<file path="config.mk">
export PLATFORM = sky130hd
export DESIGN_NAME = voice_allocator_flat
export DESIGN_NICKNAME = d
export VERILOG_FILES = /design/src/rtl/voice_allocator_if.sv /design/src/rtl/voice_allocator.sv /design/src/flat_wrapper.sv
export SDC_FILE = /design/constraint.sdc
export NUM_CORES = 1
export LEC_CHECK = 0
export CAP_MARGIN = 15
export CELL_PAD_IN_SITES_DETAIL_PLACEMENT = 0
export CELL_PAD_IN_SITES_GLOBAL_PLACEMENT = 1
export CORE_AREA = 2 2 144 146
export CTS_BUF_LIST = sky130_fd_sc_hd__clkbuf_4
export CTS_CLUSTER_SIZE = 12
export DETAILED_ROUTE_END_ITERATION = 6
export DIE_AREA = 0 0 146 148
export PLACE_DENSITY_LB_ADDON = 0.15
export SYNTH_ARGS = -nofsm -noshare
export SYNTH_HDL_FRONTEND = slang
export SYNTH_SLANG_ARGS = --single-unit
</file>
<file path="constraint.sdc">
create_clock -name clk_in -period 16.85 [get_ports clk_in]
set_input_delay 2.5275 -clock clk_in [delete_from_list [all_inputs] [get_ports clk_in]]
set_output_delay 2.5275 -clock clk_in [all_outputs]
set_load 0.02 [all_outputs]
</file>
<file path="src/rtl/voice_allocator_if.sv">
`default_nettype none
`timescale 1ns/1ps
// ============================================================================
// Module      : voice_allocator_if
// Description : Key-in / voice-out bundle between the note decoder, the
//               voice allocator and the oscillator/envelope stages.
// Revision    : 1.0 - initial release
// ============================================================================
interface voice_allocator_if #(
    parameter int NUM_KEYS   = 24,
    parameter int NUM_VOICES = 4,
    parameter int KEY_W      = $clog2(NUM_KEYS)
);
    logic [NUM_KEYS-1:0]         gate_in;
    logic [NUM_KEYS-1:0]         trigger_in;
    logic [NUM_VOICES*KEY_W-1:0] voice_key_out;
    logic [NUM_VOICES-1:0]       voice_gate_out;
    logic [NUM_VOICES-1:0]       voice_trigger_out;
    logic [NUM_KEYS-1:0]         pending_out;

    // Upstream side: drives key levels/pulses, observes voice state
    modport master (
        output gate_in,
        output trigger_in,
        input  voice_key_out,
        input  voice_gate_out,
        input  voice_trigger_out,
        input  pending_out
    );

    // Allocator side
    modport slave (
        input  gate_in,
        input  trigger_in,
        output voice_key_out,
        output voice_gate_out,
        output voice_trigger_out,
        output pending_out
    );
endinterface
`default_nettype wire

</file>
<file path="src/rtl/voice_allocator.sv">
`default_nettype none
`timescale 1ns/1ps
// ============================================================================
// Module      : voice_allocator
// Description : Polyphonic voice allocator. Queues pressed keys, grants the
//               lowest pending key once per cycle to a rehit, free or stolen
//               (oldest) voice, and drives key/gate/retrigger per voice.
// Revision    : 1.0 - initial release
// ============================================================================
module voice_allocator #(
    parameter int NUM_KEYS   = 24,
    parameter int NUM_VOICES = 4,
    parameter int KEY_W      = $clog2(NUM_KEYS),
    parameter int AGE_W      = 8
) (
    input  wire logic        clk_in,
    input  wire logic        rst_in,
    voice_allocator_if.slave bus
);

    localparam int                c_VIDX_W  = (NUM_VOICES > 1) ? $clog2(NUM_VOICES) : 1;
    localparam logic [AGE_W-1:0]  c_AGE_MAX = {AGE_W{1'b1}};

    // ------------------------------------------------------------------------
    // State
    // ------------------------------------------------------------------------
    logic [NUM_KEYS-1:0]   r_pending;
    logic [KEY_W-1:0]      r_vkey  [NUM_VOICES];
    logic [AGE_W-1:0]      r_age   [NUM_VOICES];
    logic [NUM_VOICES-1:0] r_vgate;
    logic [NUM_VOICES-1:0] r_vtrig;

    // ------------------------------------------------------------------------
    // Combinational selection
    // ------------------------------------------------------------------------
    logic                  w_cand_valid;
    logic [KEY_W-1:0]      w_cand_key;
    logic [NUM_KEYS-1:0]   w_grant_onehot;
    logic [NUM_VOICES-1:0] w_held;
    logic [NUM_VOICES-1:0] w_free;
    logic                  w_rehit_hit;
    logic [c_VIDX_W-1:0]   w_rehit_idx;
    logic                  w_free_hit;
    logic [c_VIDX_W-1:0]   w_free_idx;
    logic [c_VIDX_W-1:0]   w_old_idx;
    logic [AGE_W-1:0]      w_old_age;
    logic [c_VIDX_W-1:0]   w_sel_idx;
    logic [NUM_VOICES-1:0] w_sel_onehot;

    // Candidate is the lowest-index pending key; scanning downward lets the
    // last match (the lowest index) win.
    always_comb begin
        w_cand_valid = 1'b0;
        w_cand_key   = '0;
        for (int k = NUM_KEYS - 1; k >= 0; k--) begin
            if (r_pending[k]) begin
                w_cand_valid = 1'b1;
                w_cand_key   = KEY_W'(k);
            end
        end
        w_grant_onehot = w_cand_valid ? (NUM_KEYS'(1) << w_cand_key) : '0;
    end

    // A voice is free if idle or if its key has just been let go.
    always_comb begin
        w_held = '0;
        w_free = '0;
        for (int v = 0; v < NUM_VOICES; v++) begin
            w_held[v] = bus.gate_in[r_vkey[v]];
            w_free[v] = !r_vgate[v] || !w_held[v];
        end
    end

    // Rehit and free-voice search, lowest index first.
    always_comb begin
        w_rehit_hit = 1'b0;
        w_rehit_idx = '0;
        w_free_hit  = 1'b0;
        w_free_idx  = '0;
        for (int v = NUM_VOICES - 1; v >= 0; v--) begin
            if (r_vgate[v] && (r_vkey[v] == w_cand_key)) begin
                w_rehit_hit = 1'b1;
                w_rehit_idx = c_VIDX_W'(v);
            end
            if (w_free[v]) begin
                w_free_hit = 1'b1;
                w_free_idx = c_VIDX_W'(v);
            end
        end
    end

    // Steal target: largest age; strict compare keeps ties on the lowest index.
    always_comb begin
        w_old_idx = '0;
        w_old_age = r_age[0];
        for (int v = 1; v < NUM_VOICES; v++) begin
            if (r_age[v] > w_old_age) begin
                w_old_idx = c_VIDX_W'(v);
                w_old_age = r_age[v];
            end
        end
    end

    // Final voice choice in priority order rehit > free > steal.
    always_comb begin
        if (w_rehit_hit) begin
            w_sel_idx = w_rehit_idx;
        end else if (w_free_hit) begin
            w_sel_idx = w_free_idx;
        end else begin
            w_sel_idx = w_old_idx;
        end
        w_sel_onehot = '0;
        for (int v = 0; v < NUM_VOICES; v++) begin
            w_sel_onehot[v] = w_cand_valid && (w_sel_idx == c_VIDX_W'(v));
        end
    end

    // ------------------------------------------------------------------------
    // Pending queue: absorb new presses, drop released keys, retire the grant.
    // ------------------------------------------------------------------------
    always_ff @(posedge clk_in) begin
        if (rst_in) begin
            r_pending <= '0;
        end else begin
            r_pending <= (r_pending | bus.trigger_in) & bus.gate_in & ~w_grant_onehot;
        end
    end

    // ------------------------------------------------------------------------
    // Voice pool: allocation wins over release; other active voices age.
    // The key register is left alone on release so the envelope tail keeps
    // its pitch.
    // ------------------------------------------------------------------------
    always_ff @(posedge clk_in) begin
        if (rst_in) begin
            r_vgate <= '0;
            r_vtrig <= '0;
            for (int v = 0; v < NUM_VOICES; v++) begin
                r_vkey[v] <= '0;
                r_age[v]  <= '0;
            end
        end else begin
            r_vtrig <= w_sel_onehot;
            for (int v = 0; v < NUM_VOICES; v++) begin
                if (w_sel_onehot[v]) begin
                    r_vkey[v]  <= w_cand_key;
                    r_vgate[v] <= 1'b1;
                    r_age[v]   <= '0;
                end else begin
                    if (r_vgate[v] && (r_age[v] != c_AGE_MAX)) begin
                        r_age[v] <= r_age[v] + AGE_W'(1);
                    end
                    if (r_vgate[v] && !w_held[v]) begin
                        r_vgate[v] <= 1'b0;
                    end
                end
            end
        end
    end

    // ------------------------------------------------------------------------
    // Outputs (all straight from registers)
    // ------------------------------------------------------------------------
    for (genvar gv = 0; gv < NUM_VOICES; gv++) begin : g_key_out
        assign bus.voice_key_out[gv*KEY_W +: KEY_W] = r_vkey[gv];
    end

    assign bus.voice_gate_out    = r_vgate;
    assign bus.voice_trigger_out = r_vtrig;
    assign bus.pending_out       = r_pending;

endmodule
`default_nettype wire

</file>
<file path="src/flat_wrapper.sv">
// flat-port wrapper written by rule: the top's interface ports become plain ports
module voice_allocator_flat 
#(
    parameter int NUM_KEYS   = 24,
    parameter int NUM_VOICES = 4,
    parameter int KEY_W      = $clog2(NUM_KEYS),
    parameter int AGE_W      = 8
)
  (clk_in, rst_in, bus_gate_in, bus_trigger_in, bus_voice_key_out, bus_voice_gate_out, bus_voice_trigger_out, bus_pending_out);
  voice_allocator_if #(.NUM_KEYS(NUM_KEYS), .NUM_VOICES(NUM_VOICES), .KEY_W(KEY_W)) bus_i ();
  input  wire logic clk_in;
  input  wire logic rst_in;
  input wire logic [$bits(bus_i.gate_in)-1:0] bus_gate_in;
  input wire logic [$bits(bus_i.trigger_in)-1:0] bus_trigger_in;
  output wire logic [$bits(bus_i.voice_key_out)-1:0] bus_voice_key_out;
  output wire logic [$bits(bus_i.voice_gate_out)-1:0] bus_voice_gate_out;
  output wire logic [$bits(bus_i.voice_trigger_out)-1:0] bus_voice_trigger_out;
  output wire logic [$bits(bus_i.pending_out)-1:0] bus_pending_out;
  assign bus_i.gate_in = bus_gate_in;
  assign bus_i.trigger_in = bus_trigger_in;
  assign bus_voice_key_out = bus_i.voice_key_out;
  assign bus_voice_gate_out = bus_i.voice_gate_out;
  assign bus_voice_trigger_out = bus_i.voice_trigger_out;
  assign bus_pending_out = bus_i.pending_out;
  voice_allocator #(.NUM_KEYS(NUM_KEYS), .NUM_VOICES(NUM_VOICES), .KEY_W(KEY_W), .AGE_W(AGE_W)) u_core (.clk_in(clk_in), .rst_in(rst_in), .bus(bus_i));
endmodule
</file>
==> results.md <==
- Largest vdd supply drop: 0.0609 mV
- Setup slack, reg-to-reg: around 10 ns
- Non-Filler Cell Area, Final: approximately 7500 um^2
- Fraction of power spent switching nets: 45.9%
- Share of power burned in combinational logic: approximately 53%
- Static leakage power: roughly 2.6 nW
- Hold endpoint: u_core.bus.pending_out[23]
- Core area: 20000 um^2
- Number of flops mapped to enable cells by yosys: 52
- Clock period minus worst slack: between 6 and 7 ns
- Mapped Nets: 711
- Net total in the final layout: approximately 800
- DRT iter0 DRCs: ~520
- Postcts setup bufs: 0
- Global-route usage over all layers: about a fifth
- Number of primary I/O pins: about 100
- CTS Sinks: 84
- Final worst-path cycle share: about two fifths
- Critical path fanouts, max: 14
- Die outline width: 146 um
- First-pass GRT wire length: between 30000 and 40000 um
- Total Routed Length: 21600 um
- Critical path arrival: between 7 and 8 ns
- Number of remaining DRC errors: 0
- Final count of negative-setup-slack endpoints: 0
- Placed wire-length estimate: ~17000 um
- Flops & latches, synth: 84
- Yosys warning total: 0
- Share of post-route cells with drive strength above 1: 8.30%
- Number of max-cap violations: 0
- Launch point of the worst hold path: u_core.bus.pending_out[23]
- Internal power: approximately 540 uW
- Net switching component of the power: ~460 uW
- Die area: roughly 22000 um^2
- Synth Cell Area: 6120 um^2
- Die extent in y: between 100 and 150 um
- Terminus of the critical flop-to-flop path: u_core.r_age[2][7]
- Clock power frac: roughly an eighth
- Worst slew margin relative to its limit: a little under two fifths
- Count of input and output buffers: between 100 and 150
- Worst setup SP type: register
- Share of synthesized registers carrying an async set or reset: 0%
- Leading register cell type out of synthesis: sky130_fd_sc_hd__edfxtp_1
- Number of cell rows: between 50 and 60
- Depth of the worst register-to-register path: 22
- Reg area: around 2200 um^2
- Fraction of power consumed by sequential logic: ~34%
- Endpoint class of the critical path: register
- Starting density of the core: between 30% and 40%
- Peak Freq: roughly 150 MHz
- Worst Path Required: 17.02 ns
- Area of combinational cells with multiple inputs: approximately 3700 um^2
- Setup repair after global routing missed its margin: false
- GPL Wtd Cong: roughly 0.85
- Post-layout power: ~1 mW
- Routed Antenna Nets: 0
- Final Max Tran Viols: 0
- Detail-routed net length per standard cell: around 22 um
- Fraction of the yosys area taken by sequential cells: between 30% and 40%
- CTS clk-pin slew, worst paths: 0.15 ns
- Post-CTS Resized: 0
- Area Overhead vs Synth: 22.5%
- Number of distinct library cell variants in the gate-level netlist after synthesis: 70
- Hold Crit Class: reg2reg
- PD cells: between 100 and 150 nW/um^2
- Number of standard cells after synthesis: 633
- Pin slew with the least headroom to its limit: ~0.93 ns
- Maximum number of pins on one net before global-route repair: 49
- Number of global-route vias before repair: roughly 5.5k
- Number of buffers between clock root and the deepest sink: 2
- Final global-route overflow total: 0
- CTS tree: built
- Worst setup path class: reg2reg
- Per-cell via count in the routed design: 5.54
- Total via count after detailed routing: about 5.5k
- Cell Area, Placed: about 7400 um^2
- Initial antenna violation count: 1
- Result of the run: completed
- Hold Violations, Final: 0
- Setup TNS after final layout: 0 ns
- Syn avg cell area: 9.67 um^2
- Clock insertion delay at the later pin of the skew report: about 0.50 ns
- Number of cells traversed by the worst hold path: 2
- Count of hold buffers inserted by post-cts repair: 0
- Detailed-router iteration count before antenna repair: 6
- Startpoint of the worst-slack reg-to-reg timing path: u_core.r_age[1][2]
- Buffer cell driving the clock tree root: sky130_fd_sc_hd__clkbuf_4
- Number of buffers added by the clock tree synthesis step: 9
- Setup skew after layout: ~0.020 ns
- # fillers: 2085
- H-tree depth reported by CTS: 3
==> sequential cells by signal, summed over array words and instances (netlist names) <==
| register | flops |
|---|---|
| u_core.r_vkey | 20 |
| u_core.bus.voice_trigger_out | 4 |
| u_core.r_age | 32 |
| u_core.bus.pending_out | 24 |
| u_core.bus.voice_gate_out | 4 |
==> metrics by stage <==
stage / worst slack [ns] / cells / util [%] / hold WS (ns)
finish: 10.0 / 994 / 37.4 / 0.622
global route: 9.52 / 994 / 37.4 / 0.675
CTS: 10.0 / 993 / 37.4 / 0.631
detailed placement: 10.05 / 977 / 36.7 / 0.608
global placement: 10.32 / 977 / 36.7 / 0.607
floorplan: 10.54 / 633 / - / 0.619
==> critical path, stage by stage, from the launching register on <==
cell                       delay, ns
sky130_fd_sc_hd__edfxtp_1       0.54
sky130_fd_sc_hd__ha_1           0.36
sky130_fd_sc_hd__a21oi_1        0.15
sky130_fd_sc_hd__o22ai_1        0.11
sky130_fd_sc_hd__o21bai_1       0.15
sky130_fd_sc_hd__a22o_1         0.46
sky130_fd_sc_hd__mux2i_1        0.36
sky130_fd_sc_hd__ha_1           0.29
sky130_fd_sc_hd__and3_1         0.22
sky130_fd_sc_hd__a221o_1        0.35
sky130_fd_sc_hd__a21oi_1        0.20
sky130_fd_sc_hd__a31o_2         0.27
sky130_fd_sc_hd__o21ai_0        0.12
sky130_fd_sc_hd__ha_1           0.32
sky130_fd_sc_hd__a21o_1         0.18
sky130_fd_sc_hd__a21oi_1        0.14
sky130_fd_sc_hd__nand2_1        0.07
sky130_fd_sc_hd__a221o_1        0.36
sky130_fd_sc_hd__a21o_1         0.20
sky130_fd_sc_hd__o311a_1        0.35
sky130_fd_sc_hd__or3_1          0.47
sky130_fd_sc_hd__a211oi_4       0.46
sky130_fd_sc_hd__or3b_1         0.39
==> Yosys cell counts, types with 17 or more instances <==
| master | instances | share of area, % |
|---|---|---|
| sky130_fd_sc_hd__nor2_1 | 60 | 3.7 |
| sky130_fd_sc_hd__xnor2_1 | 27 | 3.9 |
| sky130_fd_sc_hd__a21oi_1 | 30 | 2.5 |
| sky130_fd_sc_hd__o211ai_1 | 25 | 3.1 |
| sky130_fd_sc_hd__nor4_1 | 34 | 3.5 |
| sky130_fd_sc_hd__o21ai_0 | 27 | 2.2 |
| sky130_fd_sc_hd__nand2_1 | 47 | 2.9 |
| sky130_fd_sc_hd__ha_1 | 28 | 5.7 |
| sky130_fd_sc_hd__dfxtp_1 | 32 | 10 |
| sky130_fd_sc_hd__mux4_2 | 19 | 7.0 |
| sky130_fd_sc_hd__inv_1 | 27 | 1.7 |
| sky130_fd_sc_hd__mux2i_1 | 17 | 2.8 |
| sky130_fd_sc_hd__clkbuf_1 | 19 | 1.2 |
| sky130_fd_sc_hd__edfxtp_1 | 52 | 26 |
==> final cells by class <==
| cell class | count | share of cell area [%] |
|---|---|---|
| clock buffers | 9 | 0.901 |
| inverters | 27 | 1.35 |
| clock inverters | 7 | 1.02 |
| flip-flops and latches | 84 | 29.4 |
| well taps | 270 | 4.51 |
| repair buffers | 102 | 13.6 |
| diodes | 1 | 0.0334 |
| multi-input cells | 494 | 49.2 |
==> per-layer routing <==
metal | vias to the layer above | global-route usage, % | routed length (um)
li1 | 2610 | - | -
met1 | 2711 | 28.8 | 10200
met2 | 171 | 29.7 | 9620
met3 | 19 | 4.69 | 1530
met4 | 0 | 4.95 | 265
met5 | - | 0 | 0
==> cells in the final DEF, fill, tap and decap left out, drive strengths merged, types with 7 or more instances in the layout <==
cell,n
a211oi,9
a21o,8
a21oi,30
and3,7
clkbuf,9
clkdlybuf4s50,101
dfxtp,32
edfxtp,52
ha,28
inv,28
mux2,7
mux2i,17
mux4,19
nand2,47
nand3,15
nand4,7
nor2,60
nor2b,14
nor3,13
nor4,38
o211ai,25
o21ai,30
xnor2,27
xor2,7
==> power by group through the flow <==
stage / logic [mW] / registers, mW / clock network [mW]
final: 0.537 / 0.341 / 0.129
after global routing: 0.598 / 0.349 / 0.141
after CTS: 0.537 / 0.340 / 0.132
after detailed placement: 0.533 / 0.345 / 0
after global placement: 0.526 / 0.344 / 0
after floorplan: 0.381 / 0.326 / 0
==> worst max path at each step <==
stage	start	depth (start not counted)	end
global route	u_core.r_age[0][2]	24	u_core.r_age[0][2]
floorplan	u_core.r_age[0][2]	26	u_core.r_age[2][0]
detailed placement	u_core.r_age[1][2]	22	u_core.r_age[0][1]
finish	u_core.r_age[1][2]	22	u_core.r_age[2][7]
CTS	u_core.r_age[1][2]	22	u_core.r_age[0][5]
global placement	u_core.r_age[1][2]	22	u_core.r_age[0][2]
==> cells by family after synthesis <==
logic type / after synthesis / share of synthesized area, %
buffers and inverters: 55 / 3.68
flip-flops: 84 / 36.0
multiplexers: 43 / 11.1
AO/OA/AOI/OAI: 149 / 17.3
XOR/XNOR: 34 / 4.87
adder cells (fa/ha/maj): 28 / 5.73
AND/OR/NAND/NOR: 240 / 21.3
Power figures use the tool's default switching activity.
